===== config.mk =====
export PLATFORM = sky130hd
export DESIGN_NAME = sys_ctrl_burst
export DESIGN_NICKNAME = d
export VERILOG_FILES = /design/src/rtl/sys_ctrl_pkg.sv /design/src/rtl/sys_ctrl_tx_fifo.sv /design/src/rtl/sys_ctrl_burst.sv
export SDC_FILE = /design/constraint.sdc
export NUM_CORES = 1
export LEC_CHECK = 0
export ABC_AREA = 1
export ABC_CLOCK_PERIOD_IN_PS = 6800
export BUFFER_PORTS_ARGS = -buffer_cell sky130_fd_sc_hd__buf_2
export CORE_MARGIN = 5
export CORE_UTILIZATION = 40
export CTS_CLUSTER_DIAMETER = 30
export DETAILED_ROUTE_END_ITERATION = 6
export GPL_TIMING_DRIVEN = 1
export MAX_ROUTING_LAYER = met4
export PLACE_DENSITY = 0.53
export SLEW_MARGIN = 20
export SYNTH_ARGS = -nofsm -noshare
export SYNTH_HDL_FRONTEND = slang
export SYNTH_SLANG_ARGS = --single-unit

===== constraint.sdc =====
create_clock -name clk -period 6.8 [get_ports clk]
set_clock_uncertainty 0.05 [all_clocks]
set_input_delay 1.02 -clock clk [delete_from_list [all_inputs] [get_ports clk]]
set_output_delay 1.02 -clock clk [all_outputs]
set_load 0.02 [all_outputs]

===== src/rtl/sys_ctrl_pkg.sv =====
// Shared opcodes, response codes and FSM state encoding for the host-control engine.
package sys_ctrl_pkg;

   localparam logic [7:0] OP_HALT   = 8'h00;
   localparam logic [7:0] OP_RESUME = 8'h01;
   localparam logic [7:0] OP_WRITE  = 8'h02;
   localparam logic [7:0] OP_READ   = 8'h03;
   localparam logic [7:0] OP_CPURST = 8'h04;
   localparam logic [7:0] OP_STATUS = 8'h05;

   localparam logic [7:0] CODE_ACK  = 8'hA5;
   localparam logic [7:0] CODE_NAK  = 8'h5A;
   localparam logic [7:0] CODE_TMO  = 8'hEE;

   typedef enum logic [3:0] {
      ST_IDLE,
      ST_ADDR,
      ST_LEN,
      ST_WDATA,
      ST_RD_ISSUE,
      ST_RD_WAIT,
      ST_RESP_ACK,
      ST_RESP_SUM,
      ST_RESP_NAK,
      ST_RST_HOLD,
      ST_STATUS
   } state_e;

endpackage


===== src/rtl/sys_ctrl_tx_fifo.sv =====
// Response byte FIFO; head is presented combinationally so tx_data holds while unpopped.
module sys_ctrl_tx_fifo #(
   parameter int DEPTH = 16
) (
   input  logic       clk,
   input  logic       rst,
   input  logic       push,
   input  logic [7:0] push_data,
   output logic       full,
   input  logic       pop,
   output logic [7:0] pop_data,
   output logic       empty
);
   import sys_ctrl_pkg::*;

   localparam int PTR_W = $clog2(DEPTH);
   localparam logic [PTR_W:0]   CNT_ONE = (PTR_W+1)'(1);
   localparam logic [PTR_W:0]   CNT_MAX = (PTR_W+1)'(DEPTH);
   localparam logic [PTR_W-1:0] PTR_ONE = PTR_W'(1);

   logic [7:0]       mem [DEPTH];
   logic [PTR_W-1:0] wr_ptr_q, wr_ptr_d, rd_ptr_q, rd_ptr_d;
   logic [PTR_W:0]   count_q, count_d;
   logic             do_push, do_pop;

   assign full     = (count_q == CNT_MAX);
   assign empty    = (count_q == '0);
   assign do_push  = push && !full;
   assign do_pop   = pop && !empty;
   assign pop_data = mem[rd_ptr_q];

   // Pointer and occupancy update; simultaneous push and pop leave the count unchanged.
   always_comb begin
      wr_ptr_d = wr_ptr_q;
      rd_ptr_d = rd_ptr_q;
      count_d  = count_q;
      if (do_push) wr_ptr_d = wr_ptr_q + PTR_ONE;
      if (do_pop)  rd_ptr_d = rd_ptr_q + PTR_ONE;
      if (do_push && !do_pop)      count_d = count_q + CNT_ONE;
      else if (!do_push && do_pop) count_d = count_q - CNT_ONE;
   end

   // Storage array is not reset; the pointers alone define what is valid.
   always_ff @(posedge clk) begin
      if (do_push) mem[wr_ptr_q] <= push_data;
   end

   // Pointer/count registers; reset flushes the FIFO.
   always_ff @(posedge clk or negedge rst) begin
      if (!rst) begin
         wr_ptr_q <= '0;
         rd_ptr_q <= '0;
         count_q  <= '0;
      end else begin
         wr_ptr_q <= wr_ptr_d;
         rd_ptr_q <= rd_ptr_d;
         count_q  <= count_d;
      end
   end

endmodule


===== src/rtl/sys_ctrl_burst.sv =====
// Host command engine: decodes UART bytes into halt/resume/status/reset and memory bursts.
module sys_ctrl_burst #(
   parameter int ADDR_W      = 16,
   parameter int TX_DEPTH    = 16,
   parameter int READ_LAT    = 1,
   parameter int RST_CYCLES  = 256,
   parameter int TIMEOUT_CYC = 1_000_000
) (
   input  logic              clk,
   input  logic              rst,
   input  logic              rx_valid,
   input  logic [7:0]        rx_data,
   output logic              tx_valid,
   output logic [7:0]        tx_data,
   input  logic              tx_ready,
   output logic              bus_own,
   output logic [ADDR_W-1:0] bus_addr,
   output logic [7:0]        bus_wdata,
   output logic              bus_we,
   output logic              bus_re,
   input  logic [7:0]        bus_rdata,
   output logic              cpu_halt,
   output logic              cpu_rst,
   input  logic              cpu_is_halted
);
   import sys_ctrl_pkg::*;

   localparam int ABYTES = ADDR_W / 8;
   localparam int TMO_W  = $clog2(TIMEOUT_CYC + 1);
   localparam int RST_W  = $clog2(RST_CYCLES + 1);

   state_e            state_q, state_d;
   logic [ADDR_W-1:0] addr_q, addr_d, bus_addr_q, bus_addr_d;
   logic [7:0]        bus_wdata_q, bus_wdata_d, sum_q, sum_d;
   logic              bus_we_q, bus_we_d, bus_re_q, bus_re_d;
   logic              cpu_halt_q, cpu_halt_d, cpu_rst_q, cpu_rst_d;
   logic              granted_q, granted_d, is_read_q, is_read_d, send_sum_q, send_sum_d;
   logic [8:0]        len_q, len_d;
   logic [2:0]        abyte_q, abyte_d, lat_q, lat_d;
   logic [TMO_W-1:0]  tmo_q, tmo_d;
   logic [RST_W-1:0]  rst_cnt_q, rst_cnt_d;

   logic              fifo_push, fifo_full, fifo_empty, in_frame, timed_out, frame_rx;
   logic [7:0]        fifo_data;

   sys_ctrl_tx_fifo #(.DEPTH(TX_DEPTH)) u_tx_fifo (
      .clk       (clk),
      .rst       (rst),
      .push      (fifo_push),
      .push_data (fifo_data),
      .full      (fifo_full),
      .pop       (tx_valid && tx_ready),
      .pop_data  (tx_data),
      .empty     (fifo_empty)
   );

   assign tx_valid  = !fifo_empty;
   assign bus_addr  = bus_addr_q;
   assign bus_wdata = bus_wdata_q;
   assign bus_we    = bus_we_q;
   assign bus_re    = bus_re_q;
   assign cpu_halt  = cpu_halt_q;
   assign cpu_rst   = cpu_rst_q;
   assign bus_own   = cpu_halt_q && cpu_is_halted;

   assign in_frame  = (state_q == ST_ADDR) || (state_q == ST_LEN) || (state_q == ST_WDATA);
   assign timed_out = (tmo_q == TMO_W'(TIMEOUT_CYC));
   assign frame_rx  = rx_valid && !timed_out;

   // Command FSM: next state, counters, checksum, strobes and response pushes.
   always_comb begin
      state_d     = state_q;
      addr_d      = addr_q;
      bus_addr_d  = bus_addr_q;
      bus_wdata_d = bus_wdata_q;
      bus_we_d    = 1'b0;
      bus_re_d    = 1'b0;
      cpu_halt_d  = cpu_halt_q;
      cpu_rst_d   = cpu_rst_q;
      granted_d   = granted_q;
      is_read_d   = is_read_q;
      send_sum_d  = send_sum_q;
      len_d       = len_q;
      sum_d       = sum_q;
      abyte_d     = abyte_q;
      lat_d       = lat_q;
      tmo_d       = tmo_q;
      rst_cnt_d   = rst_cnt_q;
      fifo_push   = 1'b0;
      fifo_data   = 8'h00;

      unique case (state_q)
         ST_IDLE: if (rx_valid) begin
            case (rx_data)
               OP_HALT:   cpu_halt_d = 1'b1;
               OP_RESUME: cpu_halt_d = 1'b0;
               OP_WRITE, OP_READ: begin
                  granted_d  = cpu_halt_q && cpu_is_halted;
                  is_read_d  = (rx_data == OP_READ);
                  send_sum_d = 1'b1;
                  sum_d      = 8'h00;
                  abyte_d    = 3'd0;
                  tmo_d      = '0;
                  state_d    = ST_ADDR;
               end
               OP_CPURST: begin
                  cpu_rst_d  = 1'b1;
                  rst_cnt_d  = '0;
                  send_sum_d = 1'b0;
                  state_d    = ST_RST_HOLD;
               end
               OP_STATUS: state_d = ST_STATUS;
               default:   state_d = ST_RESP_NAK;
            endcase
         end
         ST_ADDR: if (frame_rx) begin
            addr_d  = (addr_q << 8) | ADDR_W'(rx_data);
            abyte_d = abyte_q + 3'd1;
            if (abyte_q == 3'(ABYTES - 1)) state_d = ST_LEN;
         end
         ST_LEN: if (frame_rx) begin
            len_d = (rx_data == 8'h00) ? 9'd256 : {1'b0, rx_data};
            if (is_read_q) state_d = granted_q ? ST_RD_ISSUE : ST_RESP_NAK;
            else           state_d = ST_WDATA;
         end
         ST_WDATA: if (frame_rx) begin
            if (granted_q) begin
               bus_we_d    = 1'b1;
               bus_addr_d  = addr_q;
               bus_wdata_d = rx_data;
               addr_d      = addr_q + ADDR_W'(1);
               sum_d       = sum_q + rx_data;
            end
            len_d = len_q - 9'd1;
            if (len_q == 9'd1) state_d = granted_q ? ST_RESP_ACK : ST_RESP_NAK;
         end
         ST_RD_ISSUE: if (!fifo_full) begin
            bus_re_d   = 1'b1;
            bus_addr_d = addr_q;
            lat_d      = 3'd0;
            state_d    = ST_RD_WAIT;
         end
         ST_RD_WAIT: begin
            lat_d = lat_q + 3'd1;
            // A free slot was seen at issue and nothing else pushes meanwhile.
            if (lat_q == 3'(READ_LAT)) begin
               fifo_push = 1'b1;
               fifo_data = bus_rdata;
               sum_d     = sum_q + bus_rdata;
               addr_d    = addr_q + ADDR_W'(1);
               len_d     = len_q - 9'd1;
               state_d   = (len_q == 9'd1) ? ST_RESP_ACK : ST_RD_ISSUE;
            end
         end
         ST_RESP_ACK: if (!fifo_full) begin
            fifo_push = 1'b1;
            fifo_data = CODE_ACK;
            state_d   = send_sum_q ? ST_RESP_SUM : ST_IDLE;
         end
         ST_RESP_SUM: if (!fifo_full) begin
            fifo_push = 1'b1;
            fifo_data = sum_q;
            state_d   = ST_IDLE;
         end
         ST_RESP_NAK: if (!fifo_full) begin
            fifo_push = 1'b1;
            fifo_data = CODE_NAK;
            state_d   = ST_IDLE;
         end
         ST_RST_HOLD: begin
            rst_cnt_d = rst_cnt_q + RST_W'(1);
            if (rst_cnt_q == RST_W'(RST_CYCLES - 1)) begin
               cpu_rst_d = 1'b0;
               state_d   = ST_RESP_ACK;
            end
         end
         ST_STATUS: if (!fifo_full) begin
            fifo_push = 1'b1;
            fifo_data = {6'b0, cpu_is_halted, cpu_halt_q};
            state_d   = ST_IDLE;
         end
         default: state_d = ST_IDLE;
      endcase

      // Inter-byte timeout: saturates at the limit until the 0xEE code can be pushed.
      if (in_frame) begin
         if (timed_out) begin
            fifo_push = !fifo_full;
            fifo_data = CODE_TMO;
            if (!fifo_full) state_d = ST_IDLE;
         end else begin
            tmo_d = rx_valid ? '0 : tmo_q + TMO_W'(1);
         end
      end
   end

   // State and datapath registers; reset aborts any command with outputs cleared.
   always_ff @(posedge clk or negedge rst) begin
      if (!rst) begin
         state_q     <= ST_IDLE;
         addr_q      <= '0;
         bus_addr_q  <= '0;
         bus_wdata_q <= '0;
         bus_we_q    <= 1'b0;
         bus_re_q    <= 1'b0;
         cpu_halt_q  <= 1'b0;
         cpu_rst_q   <= 1'b0;
         granted_q   <= 1'b0;
         is_read_q   <= 1'b0;
         send_sum_q  <= 1'b0;
         len_q       <= '0;
         sum_q       <= '0;
         abyte_q     <= '0;
         lat_q       <= '0;
         tmo_q       <= '0;
         rst_cnt_q   <= '0;
      end else begin
         state_q     <= state_d;
         addr_q      <= addr_d;
         bus_addr_q  <= bus_addr_d;
         bus_wdata_q <= bus_wdata_d;
         bus_we_q    <= bus_we_d;
         bus_re_q    <= bus_re_d;
         cpu_halt_q  <= cpu_halt_d;
         cpu_rst_q   <= cpu_rst_d;
         granted_q   <= granted_d;
         is_read_q   <= is_read_d;
         send_sum_q  <= send_sum_d;
         len_q       <= len_d;
         sum_q       <= sum_d;
         abyte_q     <= abyte_d;
         lat_q       <= lat_d;
         tmo_q       <= tmo_d;
         rst_cnt_q   <= rst_cnt_d;
      end
   end

endmodule

==> results of run 1 <==
[power groups by stage]
| stage | registers [mW] | logic [mW] | clock network, mW |
|---|---|---|---|
| 2_1_floorplan | 2.17 | 1.61 | 0 |
| 3_3_place_gp | 2.23 | 2.21 | 0 |
| 3_5_place_dp | 2.24 | 2.23 | 0 |
| 4_1_cts | 2.22 | 2.24 | 2.85 |
| 5_1_grt | 2.26 | 2.52 | 2.93 |
| 6_report | 2.22 | 2.22 | 2.80 |
[metrics by stage]
stage	total power [mW]	utilization, %	hold WS [ns]
6_report	7.24	49.5	0.421
5_1_grt	7.71	49.5	0.441
4_1_cts	7.31	49.5	0.421
3_5_place_dp	4.47	43.0	0.410
3_3_place_gp	4.44	42.9	0.413
2_1_floorplan	3.78	-	0.392
[worst min path at each step]
stage	start	to	slack [ns]
final	u_tx_fifo.count_q[4]$_DFFE_PN0P_	u_tx_fifo.count_q[4]$_DFFE_PN0P_	0.42
after global routing	u_tx_fifo.count_q[4]$_DFFE_PN0P_	u_tx_fifo.count_q[4]$_DFFE_PN0P_	0.44
after CTS	u_tx_fifo.count_q[4]$_DFFE_PN0P_	u_tx_fifo.count_q[4]$_DFFE_PN0P_	0.42
after detailed placement	u_tx_fifo.count_q[4]$_DFFE_PN0P_	u_tx_fifo.count_q[4]$_DFFE_PN0P_	0.41
after global placement	u_tx_fifo.count_q[4]$_DFFE_PN0P_	u_tx_fifo.count_q[4]$_DFFE_PN0P_	0.41
after floorplan	u_tx_fifo.count_q[4]$_DFFE_PN0P_	u_tx_fifo.count_q[4]$_DFFE_PN0P_	0.39
[state kept, by name (all words and copies together), names as in the netlist, 5 cells and up]
| name | count |
|---|---|
| addr_q | 16 |
| rst_cnt_q | 9 |
| u_tx_fifo.count_q | 5 |
| bus_wdata | 8 |
| u_tx_fifo.mem | 128 |
| len_q | 9 |
| tmo_q | 20 |
| bus_addr | 16 |
| sum_q | 8 |
[routing by layer]
| layer | track usage, % | vias to the layer above | routed length, um |
|---|---|---|---|
| met2 | 31.3 | 219 | 15600 |
| met3 | 3.05 | 53 | 1360 |
| met1 | 26.8 | 4661 | 15000 |
| met5 | - | - | 0 |
| li1 | - | 4811 | - |
| met4 | 5.16 | 0 | 635 |
[cell type report]
type	count	share of cell area, %
Sequential cell	244	44.5
Multi-Input combinational cell	919	32.6
Clock buffer	72	10.2
Inverter	139	3.44
Tap cell	396	3.27
Clock inverter	34	3.06
Timing Repair Buffer	77	2.90
[Yosys cell counts, drive strengths merged, types with 6 or more instances]
library cell / count
nor3: 31
nand3: 115
nand2: 312
nand4: 18
dfrtp: 116
xor2: 25
o221ai: 24
inv: 137
buf: 24
o22ai: 17
o21ai: 114
a21oi: 20
edfxtp: 128
o2111ai: 6
xnor2: 6
nor2: 139
ha: 27
clkbuf: 22
o211ai: 11
mux2i: 23
[worst register-to-register path: stages, from the launching register on]
cell and delay, ns:
dfrtp_1 0.42, nor2_1 0.17, nand2_1 0.06, nor2_1 0.41, inv_1 0.31, nand2_2 0.41, inv_1 0.19, ha_1 0.25
inv_1 0.15, ha_1 0.29, a21o_1 0.20, a21oi_1 0.17, nand2_1 0.07, nand2_1 0.06, nor2_1 0.05, xor2_1 0.13
[cell usage in the layout (no fill, tap or decap), drive strengths merged, types with 17 or more instances in the layout]
| cell type | n |
|---|---|
| nand3 | 115 |
| o221ai | 24 |
| dfrtp | 116 |
| nand4 | 18 |
| clkbuf | 72 |
| o22ai | 17 |
| inv | 139 |
| a21oi | 20 |
| xor2 | 25 |
| clkinv | 17 |
| ha | 27 |
| edfxtp | 128 |
| o21ai | 114 |
| nor2 | 139 |
| mux2i | 23 |
| nor3 | 31 |
| buf | 77 |
| nand2 | 312 |
[cell families (layout without fill, tap and decap cells)]
kind of cell,count (synthesis),after routing,synth area share (%)
fa+ha+maj,29,29,3.05
simple gates,623,623,21.8
mux,24,24,1.95
xor+xnor,31,31,2.19
compound gates,212,212,10.5
flops,244,244,54.5
buf+inv,185,322,5.98
==> results.toml, run 1 <==
[status]
status = "finished clean"

[power_and_ir_drop]
leakage_nw = 6.68
switching_power_mw = 2.64
clockPowerShare_pct = 38.7
switching_share_pct = 36.4
pwr-share-comb_pct = 30.6
p_int_mw = 4.60
pwr-share-seq_pct = 30.6
peakVddDrop_mv = 0.232
powerDensity_nw_per_um2 = 477

[route]
detail_route.iter0.violations = 584
drc = 0
routed_wl_mm = 32.6
firstDrtPassIters = 7
viasPerCell = 5.18
vias = 9744
final_antenna_net_count = 0
wl_per_cell_um = 17.3

[synthesis]
synth_cell_types = 50
syn-num-nets = 1398
yosysWarningCount = 0
ys_seq_elements = 244
syn_inst = 1348
synth-edff-count = 128
async_flop_share_pct = 47.5
ys_seq_area_share_pct = 54.5
netlist.area_leader.share_pct = 31.1
syn_area_sq_um = 12400
yosys.area.top_type = "edfxtp_1"
synth_top_flop_cell = "edfxtp_1"
synth_area_leaders = "edfxtp_1 (31%), dfrtp_1 (23%), nand2_1 (9.3%)"
post_synth.cell_area_avg_sq_um = 9.18

[cells_and_area]
drive_gt1_share_pct = 14.5
nets = 1488
layout.cells.non_filler = 1881
area_growth_pct = 22.4
antenna_cells = 0
multi_input_area_sq_um = 4940
design_area_sq_um = 15200
ff_latch_area_sq_um = 6750
n_fill_cell = 2944

[cts]
cts_tree = "done"
cts_buffers = 57
postCtsSetupRepairBufs = 0
clockBufferDepth = 3
root_buffer = "clkbuf_16"
cts.sinks = 244
clk_latency_ns = 0.56
clk_pin_slew_worst_paths_ns = 0.04
hold_buffers = 0
cts_resized = 0
htree_levels = 2

[critical_path]
crit_path_start = "u_tx_fifo.rd_ptr_q[0]$_DFFE_PN0P_"
cp-end-kind = "primary output"
r2r_start = "u_tx_fifo.count_q[0]$_DFFE_PN0P_"
critPathBufInv = 2
cp_cell_sequence = "buf_4, o21ai_0, o221ai_1, nand3_1, nand2_1, buf_2"
worst_r2r_path_depth = 15
startpoint_type = "flop"
critPathMaxStageDelay_ns = 0.76
endpoint = "tx_data[4]"
worstSetupPathType = "flop to primary output"
slowest_stage = "dfrtp_2"
worst_path_dominant_cell_family = "flip-flops"
r2r_setup_slack_ns = 3.29
worstPathRequired_ns = 5.73
r2r-end = "u_tx_fifo.count_q[4]$_DFFE_PN0P_"
cp.depth = 6
critPathArrivalTime_ns = 2.81
crit_fanout = 39

[worst_hold_path]
worstHoldPathCells = 1
min_path_type = "flop to flop"

[global_routing]
grt_max_degree = 76
grt_usage_pct = 19.8
overflow = 0
antenna_found_initial = 0
grt_pass1_wl_mm = 52.9
grt_pass1_vias = 9679

[sta]
slew_headroom_pct = 34.5
fin_crit_sh_pct = 57.1
postLayoutSetupSlackWorst_ns = 2.92
fin_tns_setup_ns = 0
max_freq_ghz = 0.258
maxSlewViolCount = 0
period_minus_slack_ns = 3.88
hold_viol_final = 0
grt_setup_unrepaired = "false"
tightest_slew_ns = 0.978
setup-violations-final = 0

[floorplan]
design.core.area_sq_um = 30600
die_x_um = 186
die_h_um = 186
dieArea_sq_um = 34600
num_rows = 64
io_pins = 59
start_util_pct = 40.5

[place]
place_inst = 1775
hpwl_mm = 22.2
io_buffers = 58
place_area_sq_um = 13100
place_congestion = 0.887
pre_cts_slack_ns = 3.29

[run]
max_cap_viol_count = 0
No activity file was read; power rests on OpenSTA's default activity.
==> run 2, diff against run 1 <==
--- a/config.mk
+++ b/config.mk
@@ -6,7 +6,7 @@
 export NUM_CORES = 1
 export LEC_CHECK = 0
 export ABC_AREA = 1
-export ABC_CLOCK_PERIOD_IN_PS = 6800
+export ABC_CLOCK_PERIOD_IN_PS = 3380
 export BUFFER_PORTS_ARGS = -buffer_cell sky130_fd_sc_hd__buf_2
 export CORE_MARGIN = 5
 export CORE_UTILIZATION = 40
@@ -14,7 +14,7 @@
 export DETAILED_ROUTE_END_ITERATION = 6
 export GPL_TIMING_DRIVEN = 1
 export MAX_ROUTING_LAYER = met4
-export PLACE_DENSITY = 0.53
+export PLACE_DENSITY = 0.55
 export SLEW_MARGIN = 20
 export SYNTH_ARGS = -nofsm -noshare
 export SYNTH_HDL_FRONTEND = slang
==> constraint.sdc (replaced) <==
create_clock -name clk -period 3.38 [get_ports clk]
set_clock_uncertainty 0.05 [all_clocks]
set_input_delay 0.507 -clock clk [delete_from_list [all_inputs] [get_ports clk]]
set_output_delay 0.507 -clock clk [all_outputs]
set_load 0.02 [all_outputs]
==> run 2 against run 1 <==
Effect of this change: worst setup slack lost 2.7 ns; combinational power up 110%; sequential power rose by 99%; global-route usage decreased by 0.66 points; largest cell class unchanged; non-clock buffer count grew 21; largest power group unchanged; die area is the same; sequential share of layout area decreased by 0.64 points; clock-buffer cell count decreased by 5; cell count grew 1.3%.
==> results.toml, run 2 (synthesized netlist as in run 1, its figures left out) <==
[status]
status = "finished clean"

[cts]
clk_pin_slew_worst_paths_ns = 0.05
root_buffer = "clkbuf_16"
cts_buffers = 57
clk_latency_ns = 0.56
htree_levels = 2
cts.sinks = 244
cts_tree = "done"
clockBufferDepth = 3
postCtsSetupRepairBufs = 0

[cells_and_area]
layout.cells.non_filler = 1906
drive_gt1_share_pct = 15.6
largest_reg_flops = 128
design_area_sq_um = 15400
final_util_pct = 50.3
final_cell_mix = "nand2_1 (305), inv_1 (132), nor2_1 (131), edfxtp_1 (128), dfrtp_1 (114)"
regMostFlops = "u_tx_fifo.mem"
area_growth_pct = 24.3
nets = 1509
final_common_cell = "nand2_1"
reg_top3 = "u_tx_fifo.mem: 128 flops, tmo_q: 20 flops"

[sta]
fin_crit_sh_pct = 92.2
hold_viol_final = 0
grt_setup_unrepaired = "false"
tightest_slew_ns = 0.812
slew_headroom_pct = 45.7
max_freq_ghz = 0.321
setup-violations-final = 0
maxSlewViolCount = 0
fin_tns_setup_ns = 0
period_minus_slack_ns = 3.12

[place]
place_area_sq_um = 13300
place_inst = 1795
place_congestion = 0.935
io_buffers = 58
hpwl_mm = 21.6

[power_and_ir_drop]
finalPower_mw = 14.8
peakVddDrop_mv = 0.560
leakage_nw = 6.79
powerDensity_nw_per_um2 = 961

[worst_hold_path]
min_path_type = "primary input to flop"

[critical_path]
crit_fanout = 30
cp-end-kind = "primary output"
cp_cell_sequence = "clkinv_1, buf_4, nor2_1, o32ai_1, o211ai_1, nand2_1, buf_2"
critPathMaxStageDelay_ns = 0.56
startpoint_type = "flop"
critPathArrivalTime_ns = 2.56
critPathBufInv = 3
worst_path_dominant_cell_family = "buffers and inverters"
worstSetupPathType = "flop to primary output"
worstPathRequired_ns = 2.82
slowest_stage = "dfrtp_2"

[route]
viasPerCell = 5.14
vias = 9805
final_antenna_net_count = 0
wl_per_cell_um = 16.6
firstDrtPassIters = 5
detail_route.iter0.violations = 656
routed_wl_mm = 31.6
drc = 0

[floorplan]
design.core.area_sq_um = 30600
die_h_um = 186
start_util_pct = 40.5
dieArea_sq_um = 34600
num_rows = 64
die_x_um = 186
io_pins = 59

[global_routing]
grt_pass1_vias = 9833
grt_pass1_wl_mm = 51.7
antenna_found_initial = 2
overflow = 0
grt_max_degree = 57
grt_usage_pct = 19.1

[run]
max_cap_viol_count = 0
## run 2: what timing repair did
action | 4_1_cts | 5_1_grt
hold buffers | 1 | 0
gates resized for setup | 0 | 3
hold endpoints to repair | 38 | 0
setup endpoints to repair | 0 | 1
## run 2: cell type report
| type | count | area, sq um |
|---|---|---|
| fillers | 2867 | 15200 |
| flip-flops and latches | 244 | 6750 |
| multi-input cells | 919 | 4900 |
| clock buffers | 67 | 1530 |
| repair buffers | 98 | 633 |
| clock inverters | 41 | 537 |
| inverters | 139 | 522 |
| well taps | 396 | 495 |
| diodes | 2 | 5.00 |
## run 2: power by group
group	leakage [nW]	switching [mW]	total, mW	internal, mW
Sequential	2.65	0.569	4.42	3.85
Combinational	3.15	3.04	4.58	1.54
Clock	0.992	1.77	5.78	4.01
## run 2: worst register-to-register path: cells and delay by family, from the launching register on
family                   cells  cell delay (ns)
AO/OA/AOI/OAI                2             0.34
buffers and inverters        4             0.37
XOR/XNOR                     1             0.13
flip-flops                   1             0.38
AND/OR/NAND/NOR              9             0.83
adder cells (fa/ha/maj)      3             0.79
## run 2: per-layer routing
metal / GRT usage [%] / share of wire, % / vias up
li1: - / - / 4853
met1: 25.9 / 46 / 4665
met2: 29.9 / 47 / 227
met3: 3.05 / 4.5 / 60
met4: 5.57 / 2.3 / 0
met5: - / 0 / -
## run 2: final timing paths
kind                                                        start                                to  slack [ns]  cells past startpoint
worst max-delay path            u_tx_fifo.rd_ptr_q[0]$_DFFE_PN0P_                        tx_data[3]        0.26                      7
worst min-delay path                                cpu_is_halted             granted_q$_DFFE_PN0P_        0.23                      3
worst max register to register                 tmo_q[0]$_DFF_PN0_  u_tx_fifo.count_q[4]$_DFFE_PN0P_        0.37                     19
worst min register to register   u_tx_fifo.count_q[4]$_DFFE_PN0P_  u_tx_fifo.count_q[4]$_DFFE_PN0P_        0.41                      1
max in group asynchronous                                     rst           bus_addr[9]$_DFFE_PN0P_        2.02                      3
min in group asynchronous                                     rst                tmo_q[8]$_DFF_PN0_        0.45                      2
## run 2: per-stage QoR
step	setup slack (ns)	hold slack, ns
3_3_place_gp	0.318	0.410
3_5_place_dp	0.249	0.412
2_1_floorplan	0.545	0.161
4_1_cts	0.229	0.202
6_report	0.264	0.230
5_1_grt	0.0269	0.248
